$ cat src/rtl/ext_mem_sample_server_if.sv
// external_memory_if: sample-rate client <-> memory responder handshake.
// The client presents one optional write and one read per sample tick.
// The responder returns the read word on readdata and holds it until the next tick.
interface external_memory_if #(
  parameter int unsigned DWIDTH = 16,
  parameter int unsigned AWIDTH = 16
);
  logic              write_enable;
  logic [AWIDTH-1:0] write_address;
  logic [DWIDTH-1:0] writedata;
  logic [AWIDTH-1:0] read_address;
  logic [DWIDTH-1:0] readdata;

  modport responder (
    input  write_enable,
    input  write_address,
    input  writedata,
    input  read_address,
    output readdata
  );

  modport client (
    output write_enable,
    output write_address,
    output writedata,
    output read_address,
    input  readdata
  );
endinterface

$ cat src/rtl/ext_mem_sample_server.sv
// ext_mem_sample_server: per sample tick, issues one optional write followed by one
// read on a pipelined Avalon-MM style word port, and returns the read word to the client.
// Optional saturating overrun/timeout counters are built when EXT_MEM_SERVER_STATS_EN
// is defined; otherwise overrun_cnt_o/timeout_cnt_o are tied to zero.
module ext_mem_sample_server #(
  parameter int unsigned           DWIDTH     = 16,
  parameter int unsigned           AWIDTH     = 16,
  parameter int unsigned           MEM_AWIDTH = 24,
  parameter logic [MEM_AWIDTH-1:0] BASE_ADDR  = '0,
  parameter int unsigned           RD_TIMEOUT = 1023
) (
  input  logic                  clk_i,
  input  logic                  srst_i,
  input  logic                  sample_tick_i,
  external_memory_if.responder  mem_if,
  output logic [MEM_AWIDTH-1:0] avm_address,
  output logic                  avm_write,
  output logic [DWIDTH-1:0]     avm_writedata,
  output logic                  avm_read,
  input  logic                  avm_waitrequest,
  input  logic [DWIDTH-1:0]     avm_readdata,
  input  logic                  avm_readdatavalid,
  output logic                  busy_o,
  output logic                  overrun_o,
  output logic                  timeout_o,
  output logic [15:0]           overrun_cnt_o,
  output logic [15:0]           timeout_cnt_o
);

  localparam logic [1:0] S_IDLE    = 2'd0;
  localparam logic [1:0] S_WR      = 2'd1;
  localparam logic [1:0] S_RD_REQ  = 2'd2;
  localparam logic [1:0] S_RD_WAIT = 2'd3;

  // Timer counts RD_WAIT cycles 0 .. RD_TIMEOUT-1; the last one without valid abandons.
  localparam int unsigned    TW       = (RD_TIMEOUT > 1) ? $clog2(RD_TIMEOUT) : 1;
  localparam logic [TW-1:0]  TMR_LAST = TW'(RD_TIMEOUT - 1);

  logic [1:0]            state_q, state_d;
  logic [MEM_AWIDTH-1:0] avm_address_q, avm_address_d;
  logic [DWIDTH-1:0]     avm_writedata_q, avm_writedata_d;
  logic                  avm_write_q, avm_write_d;
  logic                  avm_read_q, avm_read_d;
  logic [AWIDTH-1:0]     rd_addr_q, rd_addr_d;
  logic [DWIDTH-1:0]     readdata_q, readdata_d;
  logic [TW-1:0]         timer_q, timer_d;
  logic                  overrun_q, overrun_d;
  logic                  timeout_q, timeout_d;
  // Outstanding abandoned reads whose late readdatavalid must still be swallowed.
  logic [7:0]            drop_q, drop_d;
  logic                  drop_inc_s;
  logic                  stale_s;

  // Next-state, request and read-return logic
  always_comb begin
    state_d         = state_q;
    avm_address_d   = avm_address_q;
    avm_writedata_d = avm_writedata_q;
    rd_addr_d       = rd_addr_q;
    readdata_d      = readdata_q;
    timer_d         = timer_q;
    timeout_d       = 1'b0;
    drop_inc_s      = 1'b0;
    stale_s         = avm_readdatavalid && (drop_q != 8'd0);
    overrun_d       = sample_tick_i && (state_q != S_IDLE);
    case (state_q)
      S_IDLE: begin
        if (sample_tick_i) begin
          rd_addr_d = mem_if.read_address;
          if (mem_if.write_enable) begin
            state_d         = S_WR;
            avm_address_d   = BASE_ADDR + MEM_AWIDTH'(mem_if.write_address);
            avm_writedata_d = mem_if.writedata;
          end else begin
            state_d       = S_RD_REQ;
            avm_address_d = BASE_ADDR + MEM_AWIDTH'(mem_if.read_address);
          end
        end else begin
          state_d = S_IDLE;
        end
      end
      S_WR: begin
        if (!avm_waitrequest) begin
          state_d       = S_RD_REQ;
          avm_address_d = BASE_ADDR + MEM_AWIDTH'(rd_addr_q);
        end else begin
          state_d = S_WR;
        end
      end
      S_RD_REQ: begin
        if (!avm_waitrequest) begin
          state_d = S_RD_WAIT;
          timer_d = '0;
        end else begin
          state_d = S_RD_REQ;
        end
      end
      S_RD_WAIT: begin
        if (avm_readdatavalid && !stale_s) begin
          readdata_d = avm_readdata;
          state_d    = S_IDLE;
        end else if (timer_q == TMR_LAST) begin
          readdata_d = '0;
          timeout_d  = 1'b1;
          drop_inc_s = 1'b1;
          state_d    = S_IDLE;
        end else begin
          timer_d = timer_q + TW'(1);
        end
      end
      default: begin
        state_d = S_IDLE;
      end
    endcase

    // A stale valid and a fresh abandonment in the same cycle cancel out.
    if (drop_inc_s && !stale_s) begin
      if (drop_q != 8'hFF) begin
        drop_d = drop_q + 8'd1;
      end else begin
        drop_d = drop_q;
      end
    end else if (stale_s && !drop_inc_s) begin
      drop_d = drop_q - 8'd1;
    end else begin
      drop_d = drop_q;
    end

    avm_write_d = (state_d == S_WR);
    avm_read_d  = (state_d == S_RD_REQ);
  end

  // State and registered outputs, cleared by synchronous reset
  always_ff @(posedge clk_i) begin
    if (srst_i) begin
      state_q         <= S_IDLE;
      avm_address_q   <= '0;
      avm_writedata_q <= '0;
      avm_write_q     <= 1'b0;
      avm_read_q      <= 1'b0;
      rd_addr_q       <= '0;
      readdata_q      <= '0;
      timer_q         <= '0;
      overrun_q       <= 1'b0;
      timeout_q       <= 1'b0;
      drop_q          <= 8'd0;
    end else begin
      state_q         <= state_d;
      avm_address_q   <= avm_address_d;
      avm_writedata_q <= avm_writedata_d;
      avm_write_q     <= avm_write_d;
      avm_read_q      <= avm_read_d;
      rd_addr_q       <= rd_addr_d;
      readdata_q      <= readdata_d;
      timer_q         <= timer_d;
      overrun_q       <= overrun_d;
      timeout_q       <= timeout_d;
      drop_q          <= drop_d;
    end
  end

  assign avm_address     = avm_address_q;
  assign avm_writedata   = avm_writedata_q;
  assign avm_write       = avm_write_q;
  assign avm_read        = avm_read_q;
  assign mem_if.readdata = readdata_q;
  assign busy_o          = (state_q != S_IDLE);
  assign overrun_o       = overrun_q;
  assign timeout_o       = timeout_q;

`ifdef EXT_MEM_SERVER_STATS_EN
  logic [15:0] ovr_cnt_q;
  logic [15:0] tmo_cnt_q;

  // Saturating event counters, advanced together with their pulse, cleared only by reset
  always_ff @(posedge clk_i) begin
    if (srst_i) begin
      ovr_cnt_q <= 16'd0;
      tmo_cnt_q <= 16'd0;
    end else begin
      if (overrun_d && (ovr_cnt_q != 16'hFFFF)) begin
        ovr_cnt_q <= ovr_cnt_q + 16'd1;
      end
      if (timeout_d && (tmo_cnt_q != 16'hFFFF)) begin
        tmo_cnt_q <= tmo_cnt_q + 16'd1;
      end
    end
  end

  assign overrun_cnt_o = ovr_cnt_q;
  assign timeout_cnt_o = tmo_cnt_q;
`else
  assign overrun_cnt_o = 16'd0;
  assign timeout_cnt_o = 16'd0;
`endif

endmodule

$ cat src/flat_wrapper.sv
// flat-port wrapper written by rule: the top's interface ports become plain ports
module ext_mem_sample_server_flat 
#(
  parameter int unsigned           DWIDTH     = 16,
  parameter int unsigned           AWIDTH     = 16,
  parameter int unsigned           MEM_AWIDTH = 24,
  parameter logic [MEM_AWIDTH-1:0] BASE_ADDR  = '0,
  parameter int unsigned           RD_TIMEOUT = 1023
)
  (clk_i, srst_i, sample_tick_i, avm_address, avm_write, avm_writedata, avm_read, avm_waitrequest, avm_readdata, avm_readdatavalid, busy_o, overrun_o, timeout_o, overrun_cnt_o, timeout_cnt_o, mem_if_write_enable, mem_if_write_address, mem_if_writedata, mem_if_read_address, mem_if_readdata);
  external_memory_if #(.DWIDTH(DWIDTH), .AWIDTH(AWIDTH)) mem_if_i ();
  input  logic clk_i;
  input  logic srst_i;
  input  logic sample_tick_i;
  output logic [MEM_AWIDTH-1:0] avm_address;
  output logic avm_write;
  output logic [DWIDTH-1:0] avm_writedata;
  output logic avm_read;
  input  logic avm_waitrequest;
  input  logic [DWIDTH-1:0] avm_readdata;
  input  logic avm_readdatavalid;
  output logic busy_o;
  output logic overrun_o;
  output logic timeout_o;
  output logic [15:0] overrun_cnt_o;
  output logic [15:0] timeout_cnt_o;
  input wire logic [$bits(mem_if_i.write_enable)-1:0] mem_if_write_enable;
  input wire logic [$bits(mem_if_i.write_address)-1:0] mem_if_write_address;
  input wire logic [$bits(mem_if_i.writedata)-1:0] mem_if_writedata;
  input wire logic [$bits(mem_if_i.read_address)-1:0] mem_if_read_address;
  output wire logic [$bits(mem_if_i.readdata)-1:0] mem_if_readdata;
  assign mem_if_i.write_enable = mem_if_write_enable;
  assign mem_if_i.write_address = mem_if_write_address;
  assign mem_if_i.writedata = mem_if_writedata;
  assign mem_if_i.read_address = mem_if_read_address;
  assign mem_if_readdata = mem_if_i.readdata;
  ext_mem_sample_server #(.DWIDTH(DWIDTH), .AWIDTH(AWIDTH), .MEM_AWIDTH(MEM_AWIDTH), .BASE_ADDR(BASE_ADDR), .RD_TIMEOUT(RD_TIMEOUT)) u_core (.clk_i(clk_i), .srst_i(srst_i), .sample_tick_i(sample_tick_i), .mem_if(mem_if_i), .avm_address(avm_address), .avm_write(avm_write), .avm_writedata(avm_writedata), .avm_read(avm_read), .avm_waitrequest(avm_waitrequest), .avm_readdata(avm_readdata), .avm_readdatavalid(avm_readdatavalid), .busy_o(busy_o), .overrun_o(overrun_o), .timeout_o(timeout_o), .overrun_cnt_o(overrun_cnt_o), .timeout_cnt_o(timeout_cnt_o));
endmodule
$ cat config.mk
export PLATFORM = sky130hd
export DESIGN_NAME = ext_mem_sample_server_flat
export DESIGN_NICKNAME = d
export VERILOG_FILES = /design/src/rtl/ext_mem_sample_server_if.sv /design/src/rtl/ext_mem_sample_server.sv /design/src/flat_wrapper.sv
export SDC_FILE = /design/constraint.sdc
export NUM_CORES = 1
export LEC_CHECK = 0
export CAP_MARGIN = 0
export CORE_ASPECT_RATIO = 0.6
export CORE_MARGIN = 1.5
export CORE_UTILIZATION = 44
export CTS_CLUSTER_SIZE = 30
export DETAILED_ROUTE_END_ITERATION = 10
export PLACE_DENSITY = 0.91
export SLEW_MARGIN = 20
export SYNTH_ARGS = -nofsm -noshare
export SYNTH_HDL_FRONTEND = slang
export SYNTH_SLANG_ARGS = --single-unit
export TNS_END_PERCENT = 1
$ cat constraint.sdc
create_clock -name clk_i -period 3.6 [get_ports clk_i]
set_input_delay 0.72 -clock clk_i [delete_from_list [all_inputs] [get_ports clk_i]]
set_output_delay 0.72 -clock clk_i [all_outputs]
set_load 0.005 [all_outputs]
# Word level (Yosys, flattened, before mapping)
# Cells that the tools add are included.
# word_totals
in_bits,70
word_cells,70
out_inout_bits,93
reg_bits,96
# op_classes
addsub,3
n_eq_ne,13
n_reduce_logical,20
n_mux,23
# ops
cell,count
$mux 16,3
$mux 24,2
$pmux 24 s2,1
$mux 10,3
$mux 8,3
$pmux 10 s2,1
$ne 2x2->1 const B,6
$add 10x1->10 const B,1
$eq 10x10->1 const B,1
$mux 2,5
$reduce_bool 2->1,5
$add 8x1->8 const B,1
$ne 8x8->1 const B,1
$pmux 2 s4,1
$reduce_bool 8->1,1
$sub 8x1->8 const B,1
$eq 2x2->1 const B,3
$reduce_and 2->1,3
$reduce_and 3->1,2
$logic_and 1x1->1,5
$eq 2x1->1 const B,2
$mux 1,4
$reduce_and 4->1,1
$logic_not 1->1,2
$logic_not 2->1,1

# Depth between registers and ports, before layout
# Gate-level depths: netlist of run 1.
# depth
depth_word,10
depth_mapped,11
mapped_depth_nobuf,11

# Worst setup path before layout of run 1
# No wires, ideal clock.
# synth_timing
path_kind,register to register
from,reg u_core.timer_q[0]
to,reg u_core.drop_q[6]
path_buffers,0
arrival_ns,2.479
t_required_ns,3.468
setup_slack_ns,0.989
stages_incl_launch_ff,12
synth_period_minus_slack_ns,2.611
setup_time_ns,0.132
cell_sequence,dfxtp_1 -> inv_1 -> ha_1 -> nand4_1 -> nor3_2 -> nand2_1 -> fa_1 -> a211oi_1 -> nor2_1 -> mux2_2 -> o21ai_0 -> a21oi_1
# synth_via
elab_chain_len,8
elab_cells_between_ends,11
classes_between,eq/ne: 2; mux: 4; reduce/logical: 5
# synth_lines
item,line_no,text
start: declaration,ext_mem_sample_server.sv:46,"logic [TW-1:0] timer_q, timer_d;"
start signal: assignment,ext_mem_sample_server.sv:155,timer_q <= timer_d;
$eq 10x10->1 (*),ext_mem_sample_server.sv:102,end else if (timer_q == TMR_LAST) begin
$mux 1 (*),ext_mem_sample_server.sv:102,
$mux 1 (*),ext_mem_sample_server.sv:99,if (avm_readdatavalid && !stale_s) begin
$mux 1 (*),ext_mem_sample_server.sv:66,case (state_q)
$logic_not 1->1,ext_mem_sample_server.sv:123,end else if (stale_s && !drop_inc_s) begin
$logic_and 1x1->1,ext_mem_sample_server.sv:123,
$reduce_bool 2->1 (no source line),-,
$reduce_and 2->1 (no source line),-,
end signal: assignment,ext_mem_sample_server.sv:158,drop_q <= drop_d;
end: declaration,ext_mem_sample_server.sv:50,"logic [7:0] drop_q, drop_d;"
# Mark *: on every way between the ends. The rest lies on a longest branch, timed or not.
# A chain may end at the register's enable or synchronous reset.

# Worst setup path after layout of run 1
# layout_timing
from,reg u_core.state_q[1]
to,reg u_core.drop_q[6]
# layout_via
elab_chain_len,6
elab_cells_between_ends,9
classes_between,eq/ne: 2; mux: 2; reduce/logical: 5
# layout_lines
item,line_no,text
start: declaration,ext_mem_sample_server.sv:39,"logic [1:0] state_q, state_d;"
start signal: assignment,ext_mem_sample_server.sv:148,state_q <= state_d;
$eq 2x2->1 (*),ext_mem_sample_server.sv:66,
$mux 1 (*),ext_mem_sample_server.sv:66,
$logic_not 1->1,ext_mem_sample_server.sv:123,
$logic_and 1x1->1,ext_mem_sample_server.sv:123,
$reduce_bool 2->1 (no source line),-,
$reduce_and 2->1 (no source line),-,
# Marked as above.

==> impl_metrics.json, run 1 <==
{
  "status": "finished, final reports clean",
  "hold_ws_ns": 0.452,
  "dpl_worst_slack_ns": 0.496,
  "finalNonFillerCells": 780,
  "pin_count": 163,
  "fin_area_sq_mm": 0.00574,
  "sw_frac_of_total": 0.311,
  "critPathMaxFanout": 15,
  "crit_family": "simple AND/OR/NAND/NOR gates",
  "fin_skew_ns": 0.00948,
  "crit_path_start_kind": "flip-flop",
  "p_sw_mw": 0.872,
  "path_buf_inv": 0,
  "dpl-instance-area_sq_mm": 0.00545,
  "multiInputGateArea_sq_mm": 0.00224,
  "cts_buffers": 9,
  "hpwl_um": 8410,
  "critical_path_required_ns": 3.78,
  "fillers": 805,
  "grt_pass1_wl_um": 18600,
  "cts_buffer_depth": 2,
  "final_cell_mix": "nand2_1 (121), clkdlybuf4s50_1 (121), dfxtp_1 (88)",
  "hold_viol_final": 0,
  "diodes": 0,
  "grt-ovfl-total": 0,
  "vias": 4157,
  "worst_slack_ns": 0.404,
  "maxCapViolCount": 0,
  "post_cts_buffers": 0,
  "drt_iter0_markers": 331,
  "crit_path_max_incr_delay_ns": 0.61,
  "fin_tns_setup_ns": 0,
  "port_buffers": 122,
  "worstMarginPinSlew_ns": 0.976,
  "seqPwrFrac": 0.409,
  "ant_nets": 0,
  "ff_latch_area_sq_mm": 0.00176,
  "synth_edf_count": 0,
  "dp_cells": 765,
  "drive_above_1_share": 0.0477,
  "p_int_mw": 1.93,
  "htreeDepth": 3,
  "grt_max_degree": 55,
  "power.leakage_nw": 2.19,
  "synth_cells": 538,
  "fmax_ghz": 0.313,
  "die_x_um": 131,
  "gr-usage-all-layers": 0.230,
  "slew_headroom": 0.349,
  "first_global_vias": 3918,
  "post-route-min-period_ns": 3.20,
  "async_reset_ff_frac": 0,
  "core.rowCount": 27,
  "place_congestion": 0.900,
  "rsz0062_at_grt": "no",
  "synthToLayoutAreaGrowth_pct": 33.4,
  "period_share": 0.888,
  "die_h_um": 79.6,
  "clock_latency_ns": 0.35,
  "drc_errors": 0,
  "synth.distinct_cells": 47,
  "fin_nets": 726,
  "worstHoldPathType": "reg -> reg",
  "first_pass_iters": 5,
  "synth_ff_type": "dfxtp_1",
  "cts_tree": "built",
  "worst_setup_path_end_kind": "flip-flop",
  "syn_area_per_cell_sq_um": 8.00,
  "cts_sinks": 88,
  "postCtsHoldBufs": 0,
  "cp_slowest_cell": "dfxtp_1",
  "setup_viol": 0,
  "clk_pin_slew_ns": 0.06,
  "yosysSeqAreaShare": 0.410,
  "critical_path_arrival_ns": 3.38,
  "clkPwrFrac": 0.315,
  "synth_warnings": 0,
  "path_cells": "nand4_1, nor3_2, nand2_1, fa_1, a211oi_1, nor2_1, mux2_2, o21ai_0, a21oi_1",
  "powerDensity_mw_per_mm2": 488,
  "dieArea_sq_mm": 0.0104,
  "antenna_found_initial": 0,
  "ff2ff_path_depth": 9,
  "combPwrFrac": 0.276,
  "yosys_register_bits": 88,
  "root_buffer": "clkbuf_16",
  "peakVddDrop_v": 0.000255,
  "drv_slew": 0,
  "worst-path-stages": 9,
  "mappedNetlistArea_sq_mm": 0.00430,
  "min_delay_path_depth": 2,
  "initial_core_util": 0.461,
  "routed_wl_um": 11800,
  "crit_type": "reg -> reg",
  "core_area_sq_mm": 0.00932,
  "wl_per_cell_um": 15.1,
  "routed_via_density": 5.33,
  "ctsResizeCount": 0
}
-- stage by stage --
step | util | power, mW
after floorplan | - | 1.67
after global placement | 0.585 | 1.88
after detailed placement | 0.585 | 1.92
after CTS | 0.615 | 2.81
after global routing | 0.616 | 2.96
final | 0.616 | 2.80
-- cell families (layout without fill, tap and decap cells) --
logic type | after synthesis | in the layout | share of synthesized area
adder cells (fa/ha/maj) | 10 | 10 | 0.0308
buffers and inverters | 77 | 150 | 0.104
XOR/XNOR | 11 | 11 | 0.0224
AO/OA/AOI/OAI | 117 | 117 | 0.155
AND/OR/NAND/NOR | 211 | 211 | 0.222
flip-flops | 88 | 88 | 0.410
multiplexers | 23 | 23 | 0.0550
other | 1 | 40 | 0.000872
-- power by group through the flow --
stage | combinational (mW) | sequential [mW] | clock, mW
2_1_floorplan | 0.531 | 1.14 | 0
3_3_place_gp | 0.725 | 1.15 | 0
3_5_place_dp | 0.759 | 1.16 | 0
4_1_cts | 0.766 | 1.14 | 0.902
5_1_grt | 0.859 | 1.16 | 0.946
6_report | 0.772 | 1.15 | 0.883
-- worst paths after layout --
kind | startpoint | slack [ns] | to
max reg2reg | u_core.state_q[1]$_SDFF_PP0_ | 0.40 | u_core.drop_q[6]$_SDFFE_PP0P_
min reg2reg | u_core.mem_if.readdata[5]$_SDFFE_PP0P_ | 0.45 | u_core.mem_if.readdata[5]$_SDFFE_PP0P_
max | u_core.state_q[1]$_SDFF_PP0_ | 0.40 | u_core.drop_q[6]$_SDFFE_PP0P_
min | u_core.mem_if.readdata[5]$_SDFFE_PP0P_ | 0.45 | u_core.mem_if.readdata[5]$_SDFFE_PP0P_
-- sequential cells by signal, summed over array words and instances (netlist names) --
| name | count |
|---|---|
| u_core.timeout_o | 1 |
| u_core.avm_writedata | 16 |
| u_core.state_q | 2 |
| u_core.rd_addr_q | 16 |
| u_core.mem_if.readdata | 16 |
| u_core.avm_address | 16 |
| u_core.avm_write | 1 |
| u_core.overrun_o | 1 |
| u_core.timer_q | 10 |
| u_core.drop_q | 8 |
| u_core.avm_read | 1 |
-- synthesized netlist by cell type, types with 2 or more instances --
library cell	n	area (sq um)
nand2_1	121	454
dfxtp_1	88	1760
a21oi_1	77	385
buf_4	40	300
nor2_1	24	90.1
clkbuf_1	22	82.6
mux2i_1	20	200
nand3_1	20	100
o211ai_1	16	120
ha_1	9	113
nand4_1	9	56.3
buf_2	7	35.0
o21ai_0	7	35.0
inv_1	6	22.5
xor2_1	6	52.6
nor3_1	5	25.0
nor4_1	5	31.3
xnor2_1	5	43.8
a21o_1	4	30.0
a211oi_1	3	22.5
and3_1	3	18.8
nand2b_1	3	18.8
nor3b_1	3	22.5
or3_1	3	18.8
or4_1	3	22.5
and2_1	2	12.5
buf_1	2	7.51
mux2_2	2	22.5
nand4b_1	2	17.5
nor2b_1	2	12.5
o21ai_1	2	10.0
o31ai_1	2	15.0
-- worst reg2reg max path: cells and delay by family, from the launching register on --
kind	cells	cell delay, ns
AND/OR/NAND/NOR	4	1.13
adder cells (fa/ha/maj)	1	0.51
multiplexers	1	0.28
flip-flops	1	0.61
AO/OA/AOI/OAI	3	0.50
-- area by class of cell --
class | count | area share
Clock inverter | 5 | 0.00698
Inverter | 6 | 0.00392
Clock buffer | 10 | 0.0416
Timing Repair Buffer | 129 | 0.221
Multi-Input combinational cell | 412 | 0.391
Tap cell | 130 | 0.0283
Sequential cell | 88 | 0.307
-- layer usage --
| layer | share of wire | global-route usage |
|---|---|---|
| met1 | 0.42 | 0.285 |
| met2 | 0.48 | 0.380 |
| met3 | 0.072 | 0.0590 |
| met4 | 0.027 | 0.0967 |
| met5 | 0 | 0 |
No activity file was read; power rests on OpenSTA's default activity.
==> run 2: changes to the inputs <==
Settings changed: GPL_TIMING_DRIVEN set to 0.
==> run 2 against run 1 <==
Sequential power about the same. Clock power up 25%. Hold slack about the same. Wire length up 7.0%. Via count up 5.4%. Sequential share of layout area down 2.2 points.
==> impl_metrics.json, run 2 (synthesis gave the netlist of run 1 again) <==
{
  "drv_slew": 0,
  "fin_tns_setup_ns": 0,
  "path_cells": "inv_1, ha_1, nand4_1, nor3_2, nand2_1, ha_1, a21o_1, a221oi_1, o2bb2ai_1, a21oi_1, nand2b_1",
  "rsz0062_at_grt": "no",
  "ff2ff_path_depth": 11,
  "die_h_um": 79.6,
  "path_buf_inv": 1,
  "grt_max_degree": 16,
  "reg2reg_from": "u_core.timer_q[0]$_SDFFE_PP0P_",
  "synthToLayoutAreaGrowth_pct": 43.6,
  "crit_end": "u_core.drop_q[7]$_SDFFE_PP0P_",
  "first_global_vias": 4107,
  "multiInputGateArea_sq_mm": 0.00224,
  "critPathMaxFanout": 8,
  "powerDensity_mw_per_mm2": 497,
  "ctsResizeCount": 0,
  "power.leakage_nw": 2.46,
  "drc_errors": 0,
  "final_cell_mix": "nand2_1 (121), clkdlybuf4s50_1 (121), dfxtp_1 (88)",
  "pin_count": 163,
  "htreeDepth": 3,
  "crit_path_start_kind": "flip-flop",
  "cts_buffers": 9,
  "status": "finished, final reports clean",
  "root_buffer": "clkbuf_16",
  "critical_path_required_ns": 3.84,
  "post_cts_buffers": 0,
  "fin_nets": 789,
  "cp_slowest_cell": "a221oi_1",
  "peakVddDrop_v": 0.000294,
  "crit_start": "u_core.timer_q[0]$_SDFFE_PP0P_",
  "grt-ovfl-total": 0,
  "die_x_um": 131,
  "gr-usage-all-layers": 0.243,
  "finalNonFillerCells": 844,
  "maxCapViolCount": 0,
  "ff_latch_area_sq_mm": 0.00176,
  "dp_cells": 828,
  "worst_setup_path_end_kind": "flip-flop",
  "fin_area_sq_mm": 0.00618,
  "postCtsHoldBufs": 0,
  "min_delay_path_depth": 2,
  "fin_skew_ns": 0.00424,
  "hpwl_um": 9650,
  "cts_buffer_depth": 2,
  "core_area_sq_mm": 0.00932,
  "critical_path_arrival_ns": 3.47,
  "crit_family": "simple AND/OR/NAND/NOR gates",
  "vias": 4382,
  "worstHoldPathType": "reg -> reg",
  "dpl_worst_slack_ns": 0.420,
  "initial_core_util": 0.461,
  "crit_path_max_incr_delay_ns": 0.47,
  "grt_pass1_wl_um": 19700,
  "clk_pin_slew_ns": 0.07,
  "wl_per_cell_um": 14.9,
  "port_buffers": 121,
  "slew_headroom": 0.497,
  "fillers": 769,
  "first_pass_iters": 5,
  "fmax_ghz": 0.309,
  "rrSetupSlack_ns": 0.37,
  "antenna_found_initial": 0,
  "worst-path-stages": 11,
  "drive_above_1_share": 0.0966,
  "dpl-instance-area_sq_mm": 0.00582,
  "fin_util": 0.662,
  "core.rowCount": 27,
  "cts_sinks": 88,
  "cts_tree": "built",
  "clock_latency_ns": 0.34,
  "drt_iter0_markers": 421,
  "ant_nets": 0,
  "hold_viol_final": 0,
  "period_share": 0.898,
  "power_mw": 3.07,
  "place_congestion": 0.868,
  "setup_viol": 0,
  "crit_type": "reg -> reg",
  "worst_slack_ns": 0.368,
  "post-route-min-period_ns": 3.23,
  "hold_ws_ns": 0.452,
  "cp_common_cell": "ha_1",
  "diodes": 0,
  "dieArea_sq_mm": 0.0104,
  "routed_wl_um": 12600,
  "routed_via_density": 5.19,
  "worstMarginPinSlew_ns": 0.749,
  "rr_endpoint": "u_core.drop_q[7]$_SDFFE_PP0P_"
}
## run 2: layout make-up
cell class,instances,area share
repair buffers,121,0.196
flip-flops and latches,88,0.285
plain buffers,71,0.0689
inverters,6,0.00365
multi-input cells,412,0.362
clock buffers,10,0.0387
well taps,130,0.0263
clock inverters,6,0.0186
## run 2: tightest hold or removal path, stage by stage, from the launching register on
cell,delay [ns]
dfxtp_1,0.31
nand2_1,0.05
a21oi_1,0.05
## run 2: power breakdown
| group | internal, mW | leakage (nW) | switching [mW] |
|---|---|---|---|
| registers | 1.06 | 0.718 | 0.0752 |
| clock network | 0.701 | 0.169 | 0.395 |
| logic | 0.413 | 1.57 | 0.428 |
| total | 2.17 | 2.46 | 0.899 |
## run 2: worst min path at each step
stage / from / to / slack, ns
after floorplan: u_core.rd_addr_q[0]$_SDFFE_PP0P_ / u_core.rd_addr_q[0]$_SDFFE_PP0P_ / 0.44
after CTS: u_core.rd_addr_q[6]$_SDFFE_PP0P_ / u_core.rd_addr_q[6]$_SDFFE_PP0P_ / 0.46
after global routing: u_core.avm_address[14]$_SDFFE_PP0P_ / u_core.avm_address[14]$_SDFFE_PP0P_ / 0.47
after detailed placement: u_core.avm_address[14]$_SDFFE_PP0P_ / u_core.avm_address[14]$_SDFFE_PP0P_ / 0.45
after global placement: u_core.avm_address[6]$_SDFFE_PP0P_ / u_core.avm_address[6]$_SDFFE_PP0P_ / 0.44
final: u_core.avm_address[7]$_SDFFE_PP0P_ / u_core.avm_address[7]$_SDFFE_PP0P_ / 0.45
## run 2: routing by layer
layer,vias to the layer above,part of all wire,GRT usage
met4,0,0.026,0.0967
met3,37,0.083,0.0563
li1,2118,-,-
met1,2009,0.43,0.308
met5,-,0,0
met2,218,0.46,0.402
